<file path="src/rtl/id_stage_if.sv">
// Fetch -> decode -> execute handshake bundle for id_stage.
// CTRL_W must match the packed control-word layout inside id_stage.
interface id_stage_if #(parameter int CTRL_W = 20);
  logic              if_valid;
  logic [31:0]       if_instr;
  logic [31:0]       if_pc;
  logic              id_ready;
  logic              ex_ready;
  logic              flush;
  logic              id_valid;
  logic [CTRL_W-1:0] id_ctrl;
  logic [31:0]       id_imm;
  logic [4:0]        id_rs1;
  logic [4:0]        id_rs2;
  logic [4:0]        id_rd;
  logic [31:0]       id_pc;
  logic [2:0]        id_funct3;
  logic              id_illegal;

  modport master (
    output if_valid, if_instr, if_pc, ex_ready, flush,
    input  id_ready, id_valid, id_ctrl, id_imm, id_rs1, id_rs2, id_rd,
           id_pc, id_funct3, id_illegal
  );

  modport slave (
    input  if_valid, if_instr, if_pc, ex_ready, flush,
    output id_ready, id_valid, id_ctrl, id_imm, id_rs1, id_rs2, id_rd,
           id_pc, id_funct3, id_illegal
  );
endinterface

</file>
<file path="src/rtl/id_stage.sv">
// RV32I decode into a single output register: 1-cycle latency, holds while !ex_ready.
// ID_LOAD_USE_STALL_EN inserts a one-bubble load-use stall; undefined, hazard is tied 0.
module id_stage (
  input logic       clk,
  input logic       rst,
  id_stage_if.slave bus
);
  localparam logic [6:0] OP_LUI   = 7'b0110111;
  localparam logic [6:0] OP_AUIPC = 7'b0010111;
  localparam logic [6:0] OP_JAL   = 7'b1101111;
  localparam logic [6:0] OP_JALR  = 7'b1100111;
  localparam logic [6:0] OP_BR    = 7'b1100011;
  localparam logic [6:0] OP_LOAD  = 7'b0000011;
  localparam logic [6:0] OP_STORE = 7'b0100011;
  localparam logic [6:0] OP_IMM   = 7'b0010011;
  localparam logic [6:0] OP_REG   = 7'b0110011;
  localparam logic [6:0] OP_CSR   = 7'b1110011;

  localparam logic [2:0] ALU_ADD = 3'd0;
  localparam logic [2:0] ALU_SRA = 3'd2;
  localparam logic [2:0] ALU_SUB = 3'd3;
  localparam logic [2:0] ALU_SRL = 3'd5;

  localparam logic [2:0] CMP_BLT  = 3'd4;
  localparam logic [2:0] CMP_BLTU = 3'd6;

  localparam logic       AM1_RS1 = 1'b0;
  localparam logic       AM1_PC  = 1'b1;
  localparam logic [2:0] AM2_I   = 3'd0;
  localparam logic [2:0] AM2_U   = 3'd1;
  localparam logic [2:0] AM2_B   = 3'd2;
  localparam logic [2:0] AM2_S   = 3'd3;
  localparam logic [2:0] AM2_J   = 3'd4;
  localparam logic [2:0] AM2_RS2 = 3'd5;
  localparam logic       CM2_RS2 = 1'b0;
  localparam logic       CM2_I   = 1'b1;

  localparam logic [1:0] PC_PLUS4 = 2'd0;
  localparam logic [1:0] PC_ALU   = 2'd1;
  localparam logic [1:0] PC_MOD2  = 2'd2;

  localparam logic [3:0] RF_ALU  = 4'd0;
  localparam logic [3:0] RF_BREN = 4'd1;
  localparam logic [3:0] RF_UIMM = 4'd2;
  localparam logic [3:0] RF_LW   = 4'd3;
  localparam logic [3:0] RF_PC4  = 4'd4;
  localparam logic [3:0] RF_LB   = 4'd5;
  localparam logic [3:0] RF_LBU  = 4'd6;
  localparam logic [3:0] RF_LH   = 4'd7;
  localparam logic [3:0] RF_LHU  = 4'd8;

  typedef struct packed {
    logic [2:0] aluop;
    logic [2:0] cmpop;
    logic       alumux1;
    logic [2:0] alumux2;
    logic       cmpmux2;
    logic [1:0] pcmux;
    logic [3:0] regfilemux;
    logic       read_mem;
    logic       write_mem;
    logic       write_reg;
  } ctrl_t;

  logic [31:0] instr;
  logic [6:0]  opcode;
  logic [2:0]  funct3;
  logic [4:0]  rs1, rs2, rd;
  logic [31:0] i_imm, s_imm, b_imm, u_imm, j_imm;

  assign instr  = bus.if_instr;
  assign opcode = instr[6:0];
  assign funct3 = instr[14:12];
  assign rs1    = instr[19:15];
  assign rs2    = instr[24:20];
  assign rd     = instr[11:7];
  assign i_imm  = {{21{instr[31]}}, instr[30:20]};
  assign s_imm  = {{21{instr[31]}}, instr[30:25], instr[11:7]};
  assign b_imm  = {{20{instr[31]}}, instr[7], instr[30:25], instr[11:8], 1'b0};
  assign u_imm  = {instr[31:12], 12'h000};
  assign j_imm  = {{12{instr[31]}}, instr[19:12], instr[20], instr[30:21], 1'b0};

  ctrl_t       ctrl_dec;
  logic [31:0] imm_dec;
  logic        illegal_dec;

  always_comb begin
    ctrl_dec    = '0;
    imm_dec     = '0;
    illegal_dec = 1'b0;
    case (opcode)
      OP_IMM, OP_REG: begin
        ctrl_dec.aluop     = funct3;
        ctrl_dec.alumux1   = AM1_RS1;
        ctrl_dec.write_reg = 1'b1;
        if (opcode == OP_IMM) begin
          imm_dec          = i_imm;
          ctrl_dec.alumux2 = AM2_I;
          ctrl_dec.cmpmux2 = CM2_I;
        end else begin
          ctrl_dec.alumux2 = AM2_RS2;
          ctrl_dec.cmpmux2 = CM2_RS2;
        end
        // slt/sltu reuse the branch comparator; the ALU result is ignored
        case (funct3)
          3'b000: if (opcode == OP_REG && instr[30]) ctrl_dec.aluop = ALU_SUB;
          3'b010: begin ctrl_dec.cmpop = CMP_BLT;  ctrl_dec.regfilemux = RF_BREN; end
          3'b011: begin ctrl_dec.cmpop = CMP_BLTU; ctrl_dec.regfilemux = RF_BREN; end
          3'b101: ctrl_dec.aluop = instr[30] ? ALU_SRA : ALU_SRL;
          default: ;
        endcase
      end
      OP_LUI: begin
        imm_dec             = u_imm;
        ctrl_dec.regfilemux = RF_UIMM;
        ctrl_dec.write_reg  = 1'b1;
      end
      OP_AUIPC: begin
        imm_dec             = u_imm;
        ctrl_dec.alumux1    = AM1_PC;
        ctrl_dec.alumux2    = AM2_U;
        ctrl_dec.aluop      = ALU_ADD;
        ctrl_dec.regfilemux = RF_ALU;
        ctrl_dec.write_reg  = 1'b1;
      end
      OP_JAL: begin
        imm_dec             = j_imm;
        ctrl_dec.alumux1    = AM1_PC;
        ctrl_dec.alumux2    = AM2_J;
        ctrl_dec.pcmux      = PC_ALU;
        ctrl_dec.regfilemux = RF_PC4;
        ctrl_dec.write_reg  = 1'b1;
      end
      OP_JALR: begin
        imm_dec             = i_imm;
        ctrl_dec.alumux1    = AM1_RS1;
        ctrl_dec.alumux2    = AM2_I;
        ctrl_dec.pcmux      = PC_MOD2;
        ctrl_dec.regfilemux = RF_PC4;
        ctrl_dec.write_reg  = 1'b1;
      end
      OP_BR: begin
        imm_dec          = b_imm;
        ctrl_dec.cmpop   = funct3;
        ctrl_dec.cmpmux2 = CM2_RS2;
        ctrl_dec.alumux1 = AM1_PC;
        ctrl_dec.alumux2 = AM2_B;
        ctrl_dec.aluop   = ALU_ADD;
      end
      OP_LOAD: begin
        imm_dec            = i_imm;
        ctrl_dec.read_mem  = 1'b1;
        ctrl_dec.alumux2   = AM2_I;
        ctrl_dec.aluop     = ALU_ADD;
        ctrl_dec.write_reg = 1'b1;
        case (funct3)
          3'b000:  ctrl_dec.regfilemux = RF_LB;
          3'b001:  ctrl_dec.regfilemux = RF_LH;
          3'b100:  ctrl_dec.regfilemux = RF_LBU;
          3'b101:  ctrl_dec.regfilemux = RF_LHU;
          default: ctrl_dec.regfilemux = RF_LW;
        endcase
      end
      OP_STORE: begin
        imm_dec            = s_imm;
        ctrl_dec.write_mem = 1'b1;
        ctrl_dec.alumux2   = AM2_S;
        ctrl_dec.aluop     = ALU_ADD;
      end
      OP_CSR: begin
        illegal_dec    = 1'b1;
        ctrl_dec.pcmux = PC_PLUS4;
      end
      default: begin
        illegal_dec    = 1'b1;
        ctrl_dec.pcmux = PC_PLUS4;
      end
    endcase
    if (rd == 5'd0) ctrl_dec.write_reg = 1'b0;
  end

  logic        valid_q, valid_d;
  ctrl_t       ctrl_q, ctrl_d;
  logic [31:0] imm_q, imm_d;
  logic [4:0]  rs1_q, rs1_d, rs2_q, rs2_d, rd_q, rd_d;
  logic [31:0] pc_q, pc_d;
  logic [2:0]  funct3_q, funct3_d;
  logic        illegal_q, illegal_d;
  logic        hazard;
  logic        id_ready;

`ifdef ID_LOAD_USE_STALL_EN
  logic uses_rs2;
  assign uses_rs2 = (opcode == OP_REG) || (opcode == OP_BR) || (opcode == OP_STORE);
  assign hazard   = valid_q & ctrl_q.read_mem & (rd_q != 5'd0) & bus.if_valid &
                    ((rs1 == rd_q) | (uses_rs2 & (rs2 == rd_q)));
`else
  assign hazard = 1'b0;
`endif

  assign id_ready = (!valid_q | bus.ex_ready) & !hazard & !bus.flush;

  always_comb begin
    valid_d   = valid_q;
    ctrl_d    = ctrl_q;
    imm_d     = imm_q;
    rs1_d     = rs1_q;
    rs2_d     = rs2_q;
    rd_d      = rd_q;
    pc_d      = pc_q;
    funct3_d  = funct3_q;
    illegal_d = illegal_q;
    if (bus.flush) begin
      valid_d = 1'b0;
    end else if (id_ready) begin
      valid_d = bus.if_valid;
      if (bus.if_valid) begin
        ctrl_d    = ctrl_dec;
        imm_d     = imm_dec;
        rs1_d     = rs1;
        rs2_d     = rs2;
        rd_d      = rd;
        pc_d      = bus.if_pc;
        funct3_d  = funct3;
        illegal_d = illegal_dec;
      end
    end else if (hazard & bus.ex_ready) begin
      // load leaves for EX while the dependent op waits upstream: one bubble
      valid_d = 1'b0;
    end
  end

  always_ff @(posedge clk or negedge rst) begin
    if (!rst) begin
      valid_q   <= 1'b0;
      ctrl_q    <= '0;
      imm_q     <= '0;
      rs1_q     <= '0;
      rs2_q     <= '0;
      rd_q      <= '0;
      pc_q      <= '0;
      funct3_q  <= '0;
      illegal_q <= 1'b0;
    end else begin
      valid_q   <= valid_d;
      ctrl_q    <= ctrl_d;
      imm_q     <= imm_d;
      rs1_q     <= rs1_d;
      rs2_q     <= rs2_d;
      rd_q      <= rd_d;
      pc_q      <= pc_d;
      funct3_q  <= funct3_d;
      illegal_q <= illegal_d;
    end
  end

  assign bus.id_ready   = id_ready;
  assign bus.id_valid   = valid_q;
  assign bus.id_ctrl    = ctrl_q;
  assign bus.id_imm     = imm_q;
  assign bus.id_rs1     = rs1_q;
  assign bus.id_rs2     = rs2_q;
  assign bus.id_rd      = rd_q;
  assign bus.id_pc      = pc_q;
  assign bus.id_funct3  = funct3_q;
  assign bus.id_illegal = illegal_q;
endmodule

</file>
<file path="src/flat_wrapper.sv">
// flat-port wrapper written by rule: the top's interface ports become plain ports
module id_stage_flat 
  (clk, rst, bus_if_valid, bus_if_instr, bus_if_pc, bus_ex_ready, bus_flush, bus_id_ready, bus_id_valid, bus_id_ctrl, bus_id_imm, bus_id_rs1, bus_id_rs2, bus_id_rd, bus_id_pc, bus_id_funct3, bus_id_illegal);
  id_stage_if bus_i ();
  input logic clk;
  input logic rst;
  input wire logic [$bits(bus_i.if_valid)-1:0] bus_if_valid;
  input wire logic [$bits(bus_i.if_instr)-1:0] bus_if_instr;
  input wire logic [$bits(bus_i.if_pc)-1:0] bus_if_pc;
  input wire logic [$bits(bus_i.ex_ready)-1:0] bus_ex_ready;
  input wire logic [$bits(bus_i.flush)-1:0] bus_flush;
  output wire logic [$bits(bus_i.id_ready)-1:0] bus_id_ready;
  output wire logic [$bits(bus_i.id_valid)-1:0] bus_id_valid;
  output wire logic [$bits(bus_i.id_ctrl)-1:0] bus_id_ctrl;
  output wire logic [$bits(bus_i.id_imm)-1:0] bus_id_imm;
  output wire logic [$bits(bus_i.id_rs1)-1:0] bus_id_rs1;
  output wire logic [$bits(bus_i.id_rs2)-1:0] bus_id_rs2;
  output wire logic [$bits(bus_i.id_rd)-1:0] bus_id_rd;
  output wire logic [$bits(bus_i.id_pc)-1:0] bus_id_pc;
  output wire logic [$bits(bus_i.id_funct3)-1:0] bus_id_funct3;
  output wire logic [$bits(bus_i.id_illegal)-1:0] bus_id_illegal;
  assign bus_i.if_valid = bus_if_valid;
  assign bus_i.if_instr = bus_if_instr;
  assign bus_i.if_pc = bus_if_pc;
  assign bus_i.ex_ready = bus_ex_ready;
  assign bus_i.flush = bus_flush;
  assign bus_id_ready = bus_i.id_ready;
  assign bus_id_valid = bus_i.id_valid;
  assign bus_id_ctrl = bus_i.id_ctrl;
  assign bus_id_imm = bus_i.id_imm;
  assign bus_id_rs1 = bus_i.id_rs1;
  assign bus_id_rs2 = bus_i.id_rs2;
  assign bus_id_rd = bus_i.id_rd;
  assign bus_id_pc = bus_i.id_pc;
  assign bus_id_funct3 = bus_i.id_funct3;
  assign bus_id_illegal = bus_i.id_illegal;
  id_stage u_core (.clk(clk), .rst(rst), .bus(bus_i));
endmodule
</file>
<file path="config.mk">
export PLATFORM = sky130hd
export DESIGN_NAME = id_stage_flat
export DESIGN_NICKNAME = d
export VERILOG_FILES = /design/src/rtl/id_stage_if.sv /design/src/rtl/id_stage.sv /design/src/flat_wrapper.sv
export SDC_FILE = /design/constraint.sdc
export NUM_CORES = 1
export LEC_CHECK = 0
export BUFFER_PORTS_ARGS = -buffer_cell sky130_fd_sc_hd__buf_2
export CAP_MARGIN = 5
export CELL_PAD_IN_SITES_DETAIL_PLACEMENT = 0
export CELL_PAD_IN_SITES_GLOBAL_PLACEMENT = 1
export CORE_UTILIZATION = 39
export DETAILED_ROUTE_END_ITERATION = 7
export HOLD_SLACK_MARGIN = 0.15
export PLACE_DENSITY_LB_ADDON = 0.1
export SLEW_MARGIN = 5
export SYNTH_ARGS = -nofsm -noshare
export SYNTH_HDL_FRONTEND = slang
export SYNTH_SLANG_ARGS = --single-unit
export TNS_END_PERCENT = 1
</file>
<file path="constraint.sdc">
create_clock -name clk -period 3.1 [get_ports clk]
set_input_delay 0.155 -clock clk [delete_from_list [all_inputs] [get_ports clk]]
set_output_delay 0.155 -clock clk [all_outputs]
set_load 0.005 [all_outputs]
</file>
==> impl_metrics.xml, run 1 <==
<?xml version="1.0" encoding="UTF-8"?>
<metrics>
  <group name="cts">
    <metric name="post_cts_resized" unit="">0</metric>
    <metric name="cts_tree" unit="">built</metric>
    <metric name="clock_latency" unit="ns">0.34</metric>
    <metric name="cts.clk_slew.worst_paths" unit="ns">0.07</metric>
    <metric name="h-tree-depth" unit="">3</metric>
    <metric name="cts_max_path_buffers" unit="">2</metric>
    <metric name="cts_inserted_buffers" unit="">9</metric>
    <metric name="cts_sinks" unit="">104</metric>
    <metric name="cts_root_buffer" unit="">sky130_fd_sc_hd__clkbuf_16</metric>
  </group>
  <group name="floorplan">
    <metric name="die_area" unit="mm^2">0.0122</metric>
    <metric name="starting_density" unit="">0.401</metric>
    <metric name="fp-row-count" unit="">39</metric>
    <metric name="die_h" unit="um">111</metric>
    <metric name="fp.coreArea" unit="mm^2">0.0115</metric>
    <metric name="die_width" unit="um">111</metric>
    <metric name="design.portCount" unit="">174</metric>
  </group>
  <group name="logic_synthesis">
    <metric name="ys_seq_area_frac" unit="">0.566</metric>
    <metric name="synthTopCellsByCount" unit="">sky130_fd_sc_hd__nand2_1, sky130_fd_sc_hd__dfrtp_1, sky130_fd_sc_hd__clkbuf_1</metric>
    <metric name="synthMostInstantiatedCell" unit="">sky130_fd_sc_hd__nand2_1</metric>
    <metric name="synthDominantCellAreaShare" unit="">0.566</metric>
    <metric name="synth-main-ff-cell" unit="">sky130_fd_sc_hd__dfrtp_1</metric>
    <metric name="avgSynthCellArea" unit="um^2">9.24</metric>
    <metric name="post_synth_inst_count" unit="">498</metric>
    <metric name="synth_area_leaders" unit="">sky130_fd_sc_hd__dfrtp_1, sky130_fd_sc_hd__nand2_1, sky130_fd_sc_hd__a211oi_1</metric>
    <metric name="syn_area" unit="mm^2">0.00460</metric>
    <metric name="synth.ff_latch_count" unit="">104</metric>
    <metric name="yosys.cell_types.count" unit="">56</metric>
    <metric name="yosys_warnings" unit="">0</metric>
    <metric name="synth-edff-count" unit="">0</metric>
    <metric name="yosys.area.top_type" unit="">sky130_fd_sc_hd__dfrtp_1</metric>
    <metric name="synth_fp_nets" unit="">567</metric>
    <metric name="asr_flop_ratio_synth" unit="">1.00</metric>
  </group>
  <group name="routing">
    <metric name="detail-route-antenna-nets" unit="">0</metric>
    <metric name="num_vias" unit="">4258</metric>
    <metric name="post_drt_wl_per_cell" unit="um">15.1</metric>
    <metric name="viasPerCell" unit="">4.93</metric>
    <metric name="drt_first_iter_violations" unit="">255</metric>
    <metric name="drt_pre_antenna_iters" unit="">4</metric>
    <metric name="drcViolationCount" unit="">0</metric>
    <metric name="detail_route.wirelength" unit="um">13100</metric>
  </group>
  <group name="setup_path">
    <metric name="worstSetupEndpoint" unit="">u_core.bus.id_rd[4]</metric>
    <metric name="worst_setup_path_class" unit="">in -&gt; reg</metric>
    <metric name="path_max_fanout" unit="">48</metric>
    <metric name="reg2regPathDepth" unit="">5</metric>
    <metric name="critPathRequiredTime" unit="ns">3.38</metric>
    <metric name="critical_path.endpoint_type" unit="">flop</metric>
    <metric name="setup.worst_path.start_class" unit="">input pin</metric>
    <metric name="regToRegEndpoint" unit="">u_core.bus.id_rd[4]</metric>
    <metric name="crit_arrival" unit="ns">2.05</metric>
    <metric name="register_to_register_path_setup_slack" unit="ns">1.37</metric>
    <metric name="worstReg2RegStart" unit="">u_core.bus.id_valid</metric>
    <metric name="crit_path_start" unit="">bus_flush</metric>
  </group>
  <group name="power_and_ir_drop">
    <metric name="max-vdd-ir-drop" unit="uV">264</metric>
    <metric name="report.power.total" unit="mW">3.15</metric>
    <metric name="p_leak" unit="nW">3.35</metric>
    <metric name="power.density_cell_area" unit="mW/mm^2">490</metric>
  </group>
  <group name="status">
    <metric name="run_status" unit="">completed</metric>
  </group>
  <group name="layout">
    <metric name="sequential_cell_area" unit="mm^2">0.00260</metric>
    <metric name="antenna_cells_inserted" unit="">0</metric>
    <metric name="layout-area-overhead-vs-synth" unit="%">39.8</metric>
    <metric name="drive_above_1_share" unit="">0.303</metric>
    <metric name="layoutNonFillerInstCount" unit="">863</metric>
    <metric name="multi_input_area" unit="mm^2">0.00183</metric>
    <metric name="final_core_utilization" unit="">0.561</metric>
    <metric name="fillerInstances" unit="">1025</metric>
    <metric name="nNetsFinal" unit="">784</metric>
  </group>
  <group name="placement">
    <metric name="place_congestion" unit="">0.745</metric>
    <metric name="numPortBuffers" unit="">173</metric>
    <metric name="numPlacedInstances" unit="">789</metric>
    <metric name="dpl.hpwl" unit="um">8640</metric>
  </group>
  <group name="sta">
    <metric name="fin_worst_skew" unit="ns">0.00611</metric>
    <metric name="period_utilization" unit="">0.572</metric>
    <metric name="setup_viol_count_final" unit="">0</metric>
    <metric name="worst_slew_pin_slew" unit="ns">0.954</metric>
    <metric name="max-slew-margin-rel" unit="">0.364</metric>
    <metric name="finalMaxSlewViolations" unit="">0</metric>
    <metric name="fin_tns_setup" unit="ns">0</metric>
    <metric name="rsz0062_at_grt" unit="">false</metric>
    <metric name="timing_hold_violations_final" unit="">0</metric>
    <metric name="min_period" unit="ns">1.77</metric>
    <metric name="timing.fmax" unit="MHz">564</metric>
  </group>
  <group name="run">
    <metric name="cap_viol_max_count" unit="">0</metric>
  </group>
  <group name="grt">
    <metric name="number_of_global_route_vias_before_repair" unit="">4062</metric>
    <metric name="pin_count_of_the_biggest_net_entering_global_routing" unit="">75</metric>
    <metric name="grt_antenna_before_repair" unit="">0</metric>
    <metric name="grt_pass1_wl" unit="um">21100</metric>
    <metric name="grt_use_total" unit="">0.216</metric>
    <metric name="global_route.overflow_total" unit="">0</metric>
  </group>
  <group name="hold_path">
    <metric name="hold_path.class" unit="">in -&gt; reg</metric>
  </group>
</metrics>
-- timing repair --
action                                 4_1_cts  5_1_grt
setup buffers                                0        0
endpoints found under the hold margin      144        0
hold buffers                                58        0
-- cell families after synthesis --
group                  synth area share
buffers and inverters            0.0392
and+or+nand+nor                   0.240
AOI/OAI and AO/OA                 0.155
DFF                               0.566
-- cells in the final DEF (no fill, tap or decap), drive strengths merged, types with 2 or more instances in the layout --
| cell type | instances |
|---|---|
| a31oi | 2 |
| clkbuf | 10 |
| and3 | 2 |
| clkinv | 2 |
| inv | 8 |
| a21oi | 16 |
| o21a | 2 |
| a21o | 2 |
| or4b | 2 |
| nand4b | 2 |
| clkinvlp | 2 |
| a211oi | 14 |
| dfrtp | 104 |
| nand3 | 12 |
| a22o | 7 |
| o22a | 2 |
| nand2b | 4 |
| or2 | 3 |
| nor3 | 3 |
| dlygate4sd3 | 58 |
| a2111oi | 2 |
| buf | 180 |
| o21ai | 36 |
| nor2 | 14 |
| o31ai | 3 |
| nand2 | 200 |
| a22oi | 5 |
| nor2b | 4 |
-- state kept, by name, summed over array words and instances (netlist names) --
register and flops:
u_core.bus.id_pc 32, u_core.bus.id_valid 1, u_core.bus.id_illegal 1, u_core.bus.id_ctrl 20
u_core.bus.id_rs2 5, u_core.bus.id_funct3 3, u_core.bus.id_imm 32, u_core.bus.id_rs1 5
u_core.bus.id_rd 5
-- per-layer routing --
metal / vias up / share of wire / GRT usage
met5: - / 0 / 0
met4: 0 / 0.0042 / 0.0480
met3: 4 / 0.067 / 0.0554
met2: 134 / 0.47 / 0.340
met1: 2025 / 0.46 / 0.300
li1: 2095 / - / -
-- report_power, final --
group          internal, mW  total [mW]  switching, mW
Sequential             1.47        1.52         0.0572
Clock                 0.630        1.14          0.508
Combinational         0.227       0.488          0.261
Total                  2.32        3.15          0.827
-- critical path: stages --
cell and delay [ns]:
sky130_fd_sc_hd__dlygate4sd3_1 0.54, sky130_fd_sc_hd__buf_2 0.14, sky130_fd_sc_hd__inv_1 0.09, sky130_fd_sc_hd__and3_2 0.41, sky130_fd_sc_hd__buf_4 0.49, sky130_fd_sc_hd__nand2_1 0.12
sky130_fd_sc_hd__nand2_1 0.07
-- worst min-delay path by stage --
stage                startpoint                     end  depth (start not counted)
2_1_floorplan               rst   u_core.bus.id_ctrl[0]                          0
3_5_place_dp          bus_flush     u_core.bus.id_valid                          2
5_1_grt        bus_if_instr[14]  u_core.bus.id_ctrl[19]                          3
3_3_place_gp          bus_flush     u_core.bus.id_valid                          2
6_report       bus_if_instr[14]  u_core.bus.id_ctrl[19]                          3
4_1_cts        bus_if_instr[14]  u_core.bus.id_ctrl[19]                          3
-- metrics by stage --
step                worst slack (ns)  cell area [um^2]  hold slack, ns
floorplan                       1.57              4600          -0.141
finish                          1.33              6430           0.159
detailed placement              1.34              5560           0.343
CTS                             1.34              6430           0.154
global route                    1.18              6430           0.183
global placement                1.39              5560           0.339
-- cell type report --
type,count,share of cell area
inverter,7,0.00408
tap,143,0.0278
clock inverter,6,0.0105
sequential,104,0.405
timing repair buffer,238,0.233
clock buffer,10,0.0356
multi-input combinational,355,0.284
(Power assumes the default switching activity.)
==> run 2: changes to the inputs <==
--- a/config.mk
+++ b/config.mk
@@ -9,7 +9,7 @@
 export CAP_MARGIN = 5
 export CELL_PAD_IN_SITES_DETAIL_PLACEMENT = 0
 export CELL_PAD_IN_SITES_GLOBAL_PLACEMENT = 1
-export CORE_UTILIZATION = 39
+export CORE_UTILIZATION = 36
 export DETAILED_ROUTE_END_ITERATION = 7
 export HOLD_SLACK_MARGIN = 0.15
 export PLACE_DENSITY_LB_ADDON = 0.1
==> constraint.sdc (replaced) <==
create_clock -name clk -period 1.9 [get_ports clk]
set_input_delay 0.095 -clock clk [delete_from_list [all_inputs] [get_ports clk]]
set_output_delay 0.095 -clock clk [all_outputs]
set_load 0.005 [all_outputs]
==> impl_metrics.xml, run 2 (synthesis gave the netlist of run 1 again) <==
<?xml version="1.0" encoding="UTF-8"?>
<metrics>
  <group name="grt">
    <metric name="number_of_global_route_vias_before_repair" unit="">4237</metric>
    <metric name="grtUsageMet3" unit="">0.0395</metric>
    <metric name="busiest_layer" unit="">met2</metric>
    <metric name="pin_count_of_the_biggest_net_entering_global_routing" unit="">78</metric>
    <metric name="grt_use_total" unit="">0.209</metric>
    <metric name="grt_util_met2" unit="">0.325</metric>
    <metric name="met1_usage" unit="">0.290</metric>
    <metric name="global_route.overflow_total" unit="">0</metric>
    <metric name="grt_antenna_before_repair" unit="">0</metric>
    <metric name="grt_pass1_wl" unit="um">21300</metric>
  </group>
  <group name="layout">
    <metric name="antenna_cells_inserted" unit="">0</metric>
    <metric name="stdcell_area" unit="mm^2">0.00660</metric>
    <metric name="nNetsFinal" unit="">794</metric>
    <metric name="drive_above_1_share" unit="">0.306</metric>
    <metric name="final_core_utilization" unit="">0.540</metric>
    <metric name="layoutNonFillerInstCount" unit="">897</metric>
    <metric name="leading_cell_type_in_the_layout_fill_and_taps_excluded" unit="">sky130_fd_sc_hd__nand2_1</metric>
    <metric name="most-common-layout-cells" unit="">sky130_fd_sc_hd__nand2_1, sky130_fd_sc_hd__buf_2, sky130_fd_sc_hd__dfrtp_1, sky130_fd_sc_hd__dlygate4sd3_1, sky130_fd_sc_hd__a21oi_1</metric>
    <metric name="layout-area-overhead-vs-synth" unit="%">43.4</metric>
  </group>
  <group name="placement">
    <metric name="numPlacedInstances" unit="">820</metric>
    <metric name="detailed_place.area" unit="mm^2">0.00568</metric>
    <metric name="pre_cts_ws" unit="ns">0.211</metric>
    <metric name="numPortBuffers" unit="">173</metric>
    <metric name="dpl.hpwl" unit="um">9050</metric>
    <metric name="place_congestion" unit="">0.767</metric>
  </group>
  <group name="status">
    <metric name="run_status" unit="">completed</metric>
  </group>
  <group name="sta">
    <metric name="setup_viol_count_final" unit="">0</metric>
    <metric name="period_utilization" unit="">0.929</metric>
    <metric name="worst_slew_pin_slew" unit="ns">0.653</metric>
    <metric name="setup_ws" unit="ns">0.134</metric>
    <metric name="fin_worst_skew" unit="ns">0.00385</metric>
    <metric name="min_period" unit="ns">1.77</metric>
    <metric name="rsz0062_at_grt" unit="">false</metric>
    <metric name="finalMaxSlewViolations" unit="">0</metric>
    <metric name="timing.fmax" unit="MHz">566</metric>
    <metric name="hold_slack" unit="ns">0.162</metric>
    <metric name="fin_tns_setup" unit="ns">0</metric>
    <metric name="timing_hold_violations_final" unit="">0</metric>
    <metric name="max-slew-margin-rel" unit="">0.561</metric>
  </group>
  <group name="hold_path">
    <metric name="hold_path.class" unit="">in -&gt; reg</metric>
    <metric name="hold_end" unit="">u_core.bus.id_ctrl[7]</metric>
    <metric name="worst_min_delay_path_startpoint" unit="">bus_if_instr[1]</metric>
    <metric name="min_delay_path_depth" unit="">3</metric>
  </group>
  <group name="routing">
    <metric name="post_drt_wl_per_cell" unit="um">14.8</metric>
    <metric name="detail-route-antenna-nets" unit="">0</metric>
    <metric name="drt_first_iter_violations" unit="">201</metric>
    <metric name="detail_route.wirelength" unit="um">13300</metric>
    <metric name="num_vias" unit="">4303</metric>
    <metric name="drt_pre_antenna_iters" unit="">4</metric>
    <metric name="drcViolationCount" unit="">0</metric>
    <metric name="viasPerCell" unit="">4.80</metric>
  </group>
  <group name="floorplan">
    <metric name="fp-row-count" unit="">40</metric>
    <metric name="fp.coreArea" unit="mm^2">0.0122</metric>
    <metric name="design.portCount" unit="">174</metric>
    <metric name="die_area" unit="mm^2">0.0132</metric>
    <metric name="die_h" unit="um">115</metric>
    <metric name="starting_density" unit="">0.377</metric>
    <metric name="die_width" unit="um">115</metric>
  </group>
  <group name="setup_path">
    <metric name="path_max_fanout" unit="">14</metric>
    <metric name="register_to_register_path_setup_slack" unit="ns">0.28</metric>
    <metric name="regToRegEndpoint" unit="">u_core.bus.id_ctrl[0]</metric>
    <metric name="crit_arrival" unit="ns">2.05</metric>
    <metric name="reg2regPathDepth" unit="">5</metric>
    <metric name="critPathRequiredTime" unit="ns">2.18</metric>
    <metric name="setup.worst_path.start_class" unit="">input pin</metric>
    <metric name="worstReg2RegStart" unit="">u_core.bus.id_valid</metric>
    <metric name="critical_path.endpoint_type" unit="">flop</metric>
    <metric name="worst_setup_path_class" unit="">in -&gt; reg</metric>
  </group>
  <group name="cts">
    <metric name="cts_root_buffer" unit="">sky130_fd_sc_hd__clkbuf_16</metric>
    <metric name="cts_tree" unit="">built</metric>
    <metric name="post-cts-setup-buffer-count" unit="">0</metric>
    <metric name="cts_inserted_buffers" unit="">9</metric>
    <metric name="clock_latency" unit="ns">0.34</metric>
    <metric name="h-tree-depth" unit="">3</metric>
    <metric name="cts_sinks" unit="">104</metric>
    <metric name="cts_max_path_buffers" unit="">2</metric>
    <metric name="cts.clk_slew.worst_paths" unit="ns">0.07</metric>
  </group>
  <group name="power_and_ir_drop">
    <metric name="power.density_cell_area" unit="mW/mm^2">780</metric>
    <metric name="p_leak" unit="nW">3.41</metric>
    <metric name="max-vdd-ir-drop" unit="uV">403</metric>
    <metric name="report.power.total" unit="mW">5.15</metric>
  </group>
  <group name="run">
    <metric name="cap_viol_max_count" unit="">0</metric>
  </group>
</metrics>
run 2: worst max-delay path by stage:
stage,startpoint,to,slack (ns),cells after the start
CTS,bus_if_instr[6],u_core.bus.id_imm[26],0.10,6
global placement,bus_if_instr[5],u_core.bus.id_imm[26],0.27,5
finish,bus_if_instr[6],u_core.bus.id_imm[5],0.13,5
global route,bus_if_instr[6],u_core.bus.id_imm[19],0.03,6
detailed placement,bus_if_instr[5],u_core.bus.id_imm[26],0.21,5
floorplan,u_core.bus.id_valid,u_core.bus.id_imm[1],0.37,6
run 2: final cells by class:
class                      count  area (um^2)
timing repair buffer         248         1640
clock inverter                 3         42.5
tap                          168          210
multi-input combinational    355         1840
clock buffer                  12          246
fill                        1174         5610
sequential                   104         2600
inverter                       7         26.3
run 2: layer usage:
metal / share of wire / wire length [um]
met1: 0.48 / 6400
met2: 0.45 / 6020
met3: 0.051 / 681
met4: 0.015 / 204
met5: 0 / 0
run 2: where the power goes:
group	switching (mW)	total, mW	leakage [nW]	internal (mW)
combinational	0.436	0.827	1.92	0.391
clock	0.788	1.84	0.139	1.05
sequential	0.0908	2.49	1.36	2.39
total	1.31	5.15	3.41	3.84
run 2: timing repair:
item / CTS / global route
hold endpoints to repair: 189 / 0
gates resized for setup: 0 / 2
hold buffers: 62 / 0
setup endpoints to repair: 0 / 16
run 2: critical path, stage by stage:
cell and delay [ns]:
sky130_fd_sc_hd__dlygate4sd3_1 0.54, sky130_fd_sc_hd__buf_2 0.22, sky130_fd_sc_hd__or4_4 0.59, sky130_fd_sc_hd__a211oi_4 0.40, sky130_fd_sc_hd__a22o_1 0.20
